$ cat src/rtl/mips_run_ctrl.sv
// Load / run / halt / single-step sequencer for the 16-bit MIPS core.
// Optional PC breakpoint built when MIPS_RUN_CTRL_BP_EN is defined.
module mips_run_ctrl #(
  parameter int ADDR_W = 16,
  parameter int DATA_W = 16,
  parameter int CNT_W  = 32
) (
  input  logic              clk,
  input  logic              rst,
  input  logic              load_valid,
  output logic              load_ready,
  input  logic [ADDR_W-1:0] load_addr,
  input  logic [DATA_W-1:0] load_data,
  input  logic              load_last,
  output logic              imem_we,
  output logic [ADDR_W-1:0] imem_waddr,
  output logic [DATA_W-1:0] imem_wdata,
  input  logic              cmd_run,
  input  logic              cmd_step,
  input  logic              cmd_halt,
  input  logic              cmd_load,
  input  logic [ADDR_W-1:0] pc,
  input  logic              bp_valid,
  input  logic [ADDR_W-1:0] bp_addr,
  output logic              core_rst,
  output logic              core_en,
  output logic              halted,
  output logic              bp_hit,
  output logic [CNT_W-1:0]  cycle_count
);

  typedef enum logic [2:0] {
    S_LOAD,
    S_PRIME,
    S_HALTED,
    S_RUN,
    S_STEP
  } state_t;

  localparam logic [CNT_W-1:0] CNT_ONE = 1;

  state_t             r_state;
  state_t             w_next;
  logic               r_load_ready;
  logic               r_core_rst;
  logic               r_halted;
  logic               r_imem_we;
  logic [ADDR_W-1:0]  r_imem_waddr;
  logic [DATA_W-1:0]  r_imem_wdata;
  logic [CNT_W-1:0]   r_cycle_count;
  logic               w_hs;
  logic               w_bp_match;
  logic               w_core_en;
  logic               w_to_load;
  logic               w_resume_entry;

  assign w_hs = load_valid & (r_state == S_LOAD);

`ifdef MIPS_RUN_CTRL_BP_EN
  logic r_resume;
  logic r_bp_hit;

  // The first RUN cycle after HALTED never matches so the host can
  // continue past a breakpoint it just stopped on.
  assign w_bp_match = (r_state == S_RUN) & bp_valid &
                      (pc == bp_addr) & ~r_resume;

  always_ff @(posedge clk) begin
    if (rst) begin
      r_resume <= 1'b0;
      r_bp_hit <= 1'b0;
    end else begin
      r_resume <= (r_state == S_HALTED) & (w_next == S_RUN);
      if (w_to_load | w_resume_entry) begin
        r_bp_hit <= 1'b0;
      end else if (w_bp_match) begin
        r_bp_hit <= 1'b1;
      end
    end
  end

  assign bp_hit = r_bp_hit;
`else
  logic w_unused_bp;

  assign w_unused_bp = &{1'b0, bp_valid, bp_addr};
  assign w_bp_match  = 1'b0;
  assign bp_hit      = 1'b0;
`endif

  assign w_core_en = (r_state == S_STEP) |
                     ((r_state == S_RUN) & ~w_bp_match);

  always_comb begin
    w_next = r_state;
    unique case (r_state)
      S_LOAD: begin
        if (w_hs & load_last) begin
          w_next = S_PRIME;
        end
      end
      S_PRIME: begin
        w_next = S_HALTED;
      end
      S_HALTED: begin
        if (cmd_load) begin
          w_next = S_LOAD;
        end else if (cmd_halt) begin
          w_next = S_HALTED;
        end else if (cmd_step) begin
          w_next = S_STEP;
        end else if (cmd_run) begin
          w_next = S_RUN;
        end
      end
      S_STEP: begin
        w_next = S_HALTED;
      end
      S_RUN: begin
        if (w_bp_match | cmd_halt | cmd_load) begin
          w_next = S_HALTED;
        end
      end
      default: begin
        w_next = S_LOAD;
      end
    endcase
  end

  assign w_to_load = (r_state == S_HALTED) & (w_next == S_LOAD);

  assign w_resume_entry = (r_state == S_HALTED) &
                          ((w_next == S_RUN) | (w_next == S_STEP));

  always_ff @(posedge clk) begin
    if (rst) begin
      r_state       <= S_LOAD;
      r_load_ready  <= 1'b1;
      r_core_rst    <= 1'b1;
      r_halted      <= 1'b0;
      r_imem_we     <= 1'b0;
      r_imem_waddr  <= '0;
      r_imem_wdata  <= '0;
      r_cycle_count <= '0;
    end else begin
      r_state      <= w_next;
      r_load_ready <= (w_next == S_LOAD);
      r_core_rst   <= (w_next == S_LOAD) | (w_next == S_PRIME);
      r_halted     <= (w_next == S_HALTED);
      r_imem_we    <= w_hs;
      if (w_hs) begin
        r_imem_waddr <= load_addr;
        r_imem_wdata <= load_data;
      end
      if (w_to_load) begin
        r_cycle_count <= '0;
      end else if (w_core_en & ~(&r_cycle_count)) begin
        r_cycle_count <= r_cycle_count + CNT_ONE;
      end
    end
  end

  assign load_ready  = r_load_ready;
  assign core_rst    = r_core_rst;
  assign halted      = r_halted;
  assign core_en     = w_core_en;
  assign imem_we     = r_imem_we;
  assign imem_waddr  = r_imem_waddr;
  assign imem_wdata  = r_imem_wdata;
  assign cycle_count = r_cycle_count;

endmodule

$ cat config.mk
export PLATFORM = sky130hd
export DESIGN_NAME = mips_run_ctrl
export DESIGN_NICKNAME = d
export VERILOG_FILES = /design/src/rtl/mips_run_ctrl.sv
export SDC_FILE = /design/constraint.sdc
export NUM_CORES = 1
export LEC_CHECK = 0
export ABC_AREA = 1
export CORE_ASPECT_RATIO = 1.4
export CORE_MARGIN = 3
export CORE_UTILIZATION = 32
export CTS_CLUSTER_DIAMETER = 40
export DETAILED_ROUTE_END_ITERATION = 7
export SLEW_MARGIN = 25
export SYNTH_ARGS = -nofsm -noshare
export SYNTH_HDL_FRONTEND = slang
export SYNTH_SLANG_ARGS = --single-unit
$ cat constraint.sdc
create_clock -name clk -period 2 [get_ports clk]
set_input_delay 0.3 -clock clk [delete_from_list [all_inputs] [get_ports clk]]
set_output_delay 0.3 -clock clk [all_outputs]
set_load 0.03 [all_outputs]
==> metrics, run 1 <==
post-DR wirelength/cell 12.0 microns; Warnings, synthesis 0; RSZ-0062 raised after global routing no; initial antenna violation count 0; Top FF cell, synth dfxtp_1; area grow syn2layout 45.7%; pwr dens 717 nW/um^2; hold-fix buffers at CTS 0; Avg Cell Area, Syn 6.48 sq um; ys async rst share 0; xor-xnor portion of the synthesized cell area 0.0371; drt pass-1 iters 4; GP Congestion 0.954; fin nets 740; FF+latch count, synth 71; Die H 131 microns; Min Clock Period, post-route 1790 ps; row count 44; Mapped Nets 621; GRT overflow 0; count of cell types in the netlist 30; Residual DRC 0; Global Route Usage Sum 0.166; Initial DRC Count 96; antenna cells 0; Critical Path Start Type flip-flop; Largest stage delay, worst path 720 ps; clock skew 6.01 ps; Slew Limit Fails 0; Max VDD drop 575 uV; crit path DAT 1490 ps; CTS Root Cell clkbuf_16; CP endpoint kind primary output; Max clock buf depth 2; multi-input logic area 1840 sq um; Initial Utilization 0.335; CTS HTree Levels 3; Largest delay share family, worst path buffers and inverters; leakage 0.00225 uW; CP cell instances clkdlybuf4s50_1; Post-DRT Antenna Nets 0; register area share after synthesis 0.401; CP max FO 6; Crit path buffers/inverters 1; share of layout cells above drive strength 1 0.0700; vias 3701; first-pass GRT wire length 16000 microns; status completed; Simple-Gate Fraction of Synth Area 0.408; Filler cells 1095; CTS clk-pin slew, worst paths 60 ps; largest family of logic cells by synthesized area simple AND/OR/NAND/NOR gates; Mapped Cells 547; Port-buffer cells 108; Hold Violations, Final 0; final worst path period share 0.896; HPWL after DPL 7490 microns; Top-Level Pins 143; CTS tree yes; Die Wd 95.0 microns; Hold WC Path Type reg2reg; worst-skew pair later-pin latency 330 ps; max_cap viols 0; final setup fails 0; Worst EP required 1700 ps; vias in the first global route 3540; full die area 12400 sq um; number of flops mapped to enable cells by yosys 0; CTS Buf Count 9; largest net degree at the start of global routing 34; Synth Area in Compound Gates 0.0681; Setup TNS Final 0 ps; CP Class reg2out; CORE AREA 10600 sq um; Sequential Area 1420 sq um; post-synthesis mux area share 0; Hold Slack 479 ps; Synth Area in Adders 0.00353; slowest cell on the critical path clkdlybuf4s50_1; Max Clk Rate 558 MHz; Netlist Area Pre-Place 3550 sq um; drt total wl 9730 microns; CTS sink cnt 71; vias per cell 4.57
==> cells by family after synthesis <==
family / count (synthesis)
and+or+nand+nor: 345
DFF: 71
buffers and inverters: 67
AOI/OAI and AO/OA: 47
xor gates and xnor gates: 15
adders and majority gates: 1
other: 1
==> worst register-to-register path, stage by stage (launching register included) <==
cell and delay (ps):
dfxtp_1 410, nand2_1 130, nor2_1 200, nand2_1 190
nor2_8 150, nand2_4 110, nand2_8 140, inv_4 130
a21oi_1 160, nor2_1 60
==> power by group <==
group	leakage (uW)	internal, uW	switching [uW]
combinational	0.00152	230	286
clock	0.000155	1080	598
sequential	0.000581	1480	31.4
==> layout by cell type, fill, tap and decap left out, types with 2 or more instances in the layout <==
cell	netlist	layout
dfxtp_1	71	71
xor2_1	5	5
clkinv_2	0	4
buf_4	2	15
nand2_4	2	2
nand2_1	175	175
bufinv_16	0	2
nand3_1	17	17
nor2_2	4	4
nor2_1	124	124
nand4_1	6	6
nor2_4	2	2
a21oi_1	12	12
nand3b_1	8	8
inv_1	49	49
nor3_1	2	2
clkbuf_16	0	9
xnor2_1	10	10
clkdlybuf4s50_1	0	107
buf_12	0	2
o21ai_0	32	32
==> cell usage after synthesis, types with 2 or more instances <==
library cell	count	area, sq um
xor2_1	5	43.8
nand2_4	2	22.5
buf_6	3	33.8
nand3b_1	8	60.1
o21ai_0	32	160
xnor2_1	10	87.6
buf_2	3	15.0
nand3_1	17	85.1
nand2_1	175	657
nand4_1	6	37.5
clkbuf_1	9	33.8
nor2_2	4	25.0
nor3_1	2	10.0
nor2_4	2	22.5
inv_1	49	184
a21oi_1	12	60.1
buf_4	2	15.0
dfxtp_1	71	1420
nor2_1	124	465
==> final timing paths <==
path	slack, ps	to	from	cells past startpoint
worst max register to register	210	cycle_count[23]	cycle_count[11]	9
worst min register to register	480	imem_wdata[1]	imem_wdata[1]	2
worst min-delay path	480	imem_wdata[1]	imem_wdata[1]	2
worst max-delay path	210	cycle_count[2]	cycle_count[2]	1
==> routing by layer <==
| layer | vias to the layer above | GRT usage | part of all wire |
|---|---|---|---|
| li1 | 1922 | - | - |
| met1 | 1633 | 0.176 | 0.40 |
| met2 | 129 | 0.292 | 0.48 |
| met3 | 17 | 0.0647 | 0.096 |
| met4 | 0 | 0.0705 | 0.025 |
| met5 | - | 0 | 0 |
==> flip-flops by register name, indices dropped and copies added (netlist names) <==
name / count
core_rst: 1
cycle_count: 32
halted: 1
imem_waddr: 16
imem_wdata: 16
imem_we: 1
load_ready: 1
r_state: 3
==> what timing repair did <==
item / in CTS / in global routing
resized for setup: 1 / 0
setup buffers: 0 / 0
endpoints found under the setup margin: 1 / 0
==> metrics by stage <==
step	instance area, sq um	util	power, uW	instances	worst slack, ps
global route	5170	0.489	3860	809	31.1
finish	5170	0.489	3710	809	207
CTS	5170	0.489	3760	809	182
global placement	4850	0.459	2060	793	205
detailed placement	4850	0.459	2060	793	202
floorplan	3550	-	1810	547	65.3
==> area by class of cell <==
class / count / area share
Clock inverter: 7 / 0.0170
Multi-Input combinational cell: 409 / 0.356
Timing Repair Buffer: 125 / 0.239
Sequential cell: 71 / 0.275
Tap cell: 138 / 0.0334
Inverter: 50 / 0.0368
Clock buffer: 9 / 0.0436
Note: power is estimated with default switching activity, not from simulation.
==> run 2: changes to the inputs <==
- CORE_UTILIZATION: 32 -> 44
- CTS_CLUSTER_DIAMETER: 40 -> unset
- PLACE_DENSITY: unset -> 0.81
==> run 2 against run 1 <==
Sequential power hardly changed. Via count up 1.3%. Total power fell by 16%. Critical path type unchanged.
==> metrics, run 2 (synthesis results as in run 1) <==
hold-fix buffers at CTS 0 (unchanged); Largest stage delay, worst path 720 ps (about the same); most common cell after layout, fill and taps aside nand2_1; reg2reg end cycle_count[13]; final worst path period share 0.911 (+0.0149); Die Wd 81.9 microns (-14%); CP Class reg2out; largest net degree at the start of global routing 34 (unchanged); Post-DRT Antenna Nets 0 (unchanged); Hold Slack 480 ps (+0.833 ps); hold path startpoint imem_wdata[9]; max reg flops 32 (unchanged); CORE AREA 7800 sq um (-26%); first-pass GRT wire length 16000 microns (about the same); R2R cell count 12 (+3); Global Route Usage Sum 0.223 (+0.0565); final setup fails 0 (unchanged); CP max FO 6 (unchanged); Largest delay share family, worst path buffers and inverters; Worst EP required 1700 ps (about the same); Max VDD drop 476 uV (-17%); Crit path buffers/inverters 1 (unchanged); CTS Root Cell clkbuf_8; Filler cells 717 (-35%); Hold Violations, Final 0 (unchanged); Port-buffer cells 108 (unchanged); Setup TNS Final 0 ps (unchanged); area grow syn2layout 40.8%; Initial DRC Count 194 (+100%); post-DR wirelength/cell 12.4 microns (+2.7%); CTS clk-pin slew, worst paths 70 ps (about the same); reg-to-reg critical path startpoint cycle_count[1]; CP endpoint kind primary output; CTS tree yes; status completed; full die area 9190 sq um (-26%); Hold EP imem_wdata[9]; drt pass-1 iters 4 (unchanged); max_cap viols 0 (unchanged); CTS HTree Levels 3 (unchanged); leading cell types in the layout, fill and taps excluded 175 x nand2_1, 124 x nor2_1, 107 x clkdlybuf4s50_1; Total Power 3120 uW (-16%); Max Clk Rate 549 MHz (-1.6%); CP cell instances clkdlybuf4s50_1; CTS Buf Count 9 (unchanged); drt total wl 9510 microns (-2.2%); Residual DRC 0 (unchanged); Hold WC Path Type reg2reg; Top-Level Pins 143 (unchanged); vias 3748 (+1.3%); clock skew 9.42 ps (+3.41 ps); worst-skew pair later-pin latency 350 ps (+20 ps); row count 38 (-14%); Die H 112 microns (-14%); vias in the first global route 3586 (+1.3%); multi-input logic area 1840 sq um (unchanged); slowest cell on the critical path clkdlybuf4s50_1; crit path DAT 1520 ps (+30 ps); CTS resizes 1 (unchanged); CTS sink cnt 71 (unchanged); fin nets 739 (-0.14%); GRT overflow 0 (unchanged); Sequential Area 1420 sq um (about the same); HPWL after DPL 7140 microns (-4.6%); vias per cell 4.87 (+6.4%); Max clock buf depth 2 (unchanged); initial antenna violation count 0 (unchanged); Setup Fix Bufs, Post-CTS 0 (unchanged); Slew Limit Fails 0 (unchanged); Placed Cells 754 (-4.9%); pwr dens 625 nW/um^2 (-13%); share of layout cells above drive strength 1 0.0701 (+0.000105); antenna cells 0 (unchanged); Min Clock Period, post-route 1820 ps (+29.9 ps); GP Congestion 1.03 (+7.9%); Critical Path Start Type flip-flop; RSZ-0062 raised after global routing no; Final Instance Count excl. Fillers 770 (-4.8%); r2r setup slk 230 ps (+20 ps); Initial Utilization 0.455 (+0.119); Hold Path Cell Cnt 2 (unchanged); Crit path depth 1 (unchanged); leakage 0.00220 uW (-2.4%)
## run 2: routing by layer
metal	part of all wire	GRT usage	up-vias	routed length, microns
li1	-	-	1924	-
met4	0.036	0.119	0	344
met5	0	0	-	0
met2	0.49	0.369	133	4650
met1	0.38	0.239	1666	3640
met3	0.092	0.0859	25	877
## run 2: per-stage QoR
step | utilization | worst slack (ps) | instance area [sq um]
floorplan | - | 65.3 | 3550
global placement | 0.616 | 221 | 4800
detailed placement | 0.616 | 186 | 4800
CTS | 0.640 | 159 | 4990
global route | 0.640 | 69.1 | 4990
finish | 0.640 | 177 | 4990
## run 2: how the worst max path moves through the flow
stage / start / slack (ps) / endpoint
6_report: cycle_count[2] / 180 / cycle_count[2]
5_1_grt: cycle_count[1] / 70 / cycle_count[0]
4_1_cts: cycle_count[1] / 160 / cycle_count[13]
3_5_place_dp: cmd_step / 190 / cycle_count[26]
3_3_place_gp: cycle_count[1] / 220 / cycle_count[0]
2_1_floorplan: cycle_count[0] / 70 / cycle_count[23]
## run 2: cell type report
cell class	count	share of cell area
clock buffers	13	0.0358
clock inverters	3	0.00301
inverters	50	0.0381
multi-input cells	409	0.368
flip-flops and latches	71	0.285
well taps	100	0.0251
repair buffers	124	0.245
## run 2: where the power goes
group          switching, uW  internal (uW)
combinational            284            230
sequential              30.8           1480
clock                    520            580
total                    835           2290
==> run 3: changes to the inputs <==
- SLEW_MARGIN: 25 -> 30
==> results of run 3 <==
The final DEF is identical to that of run 2; final timing and power are the same.
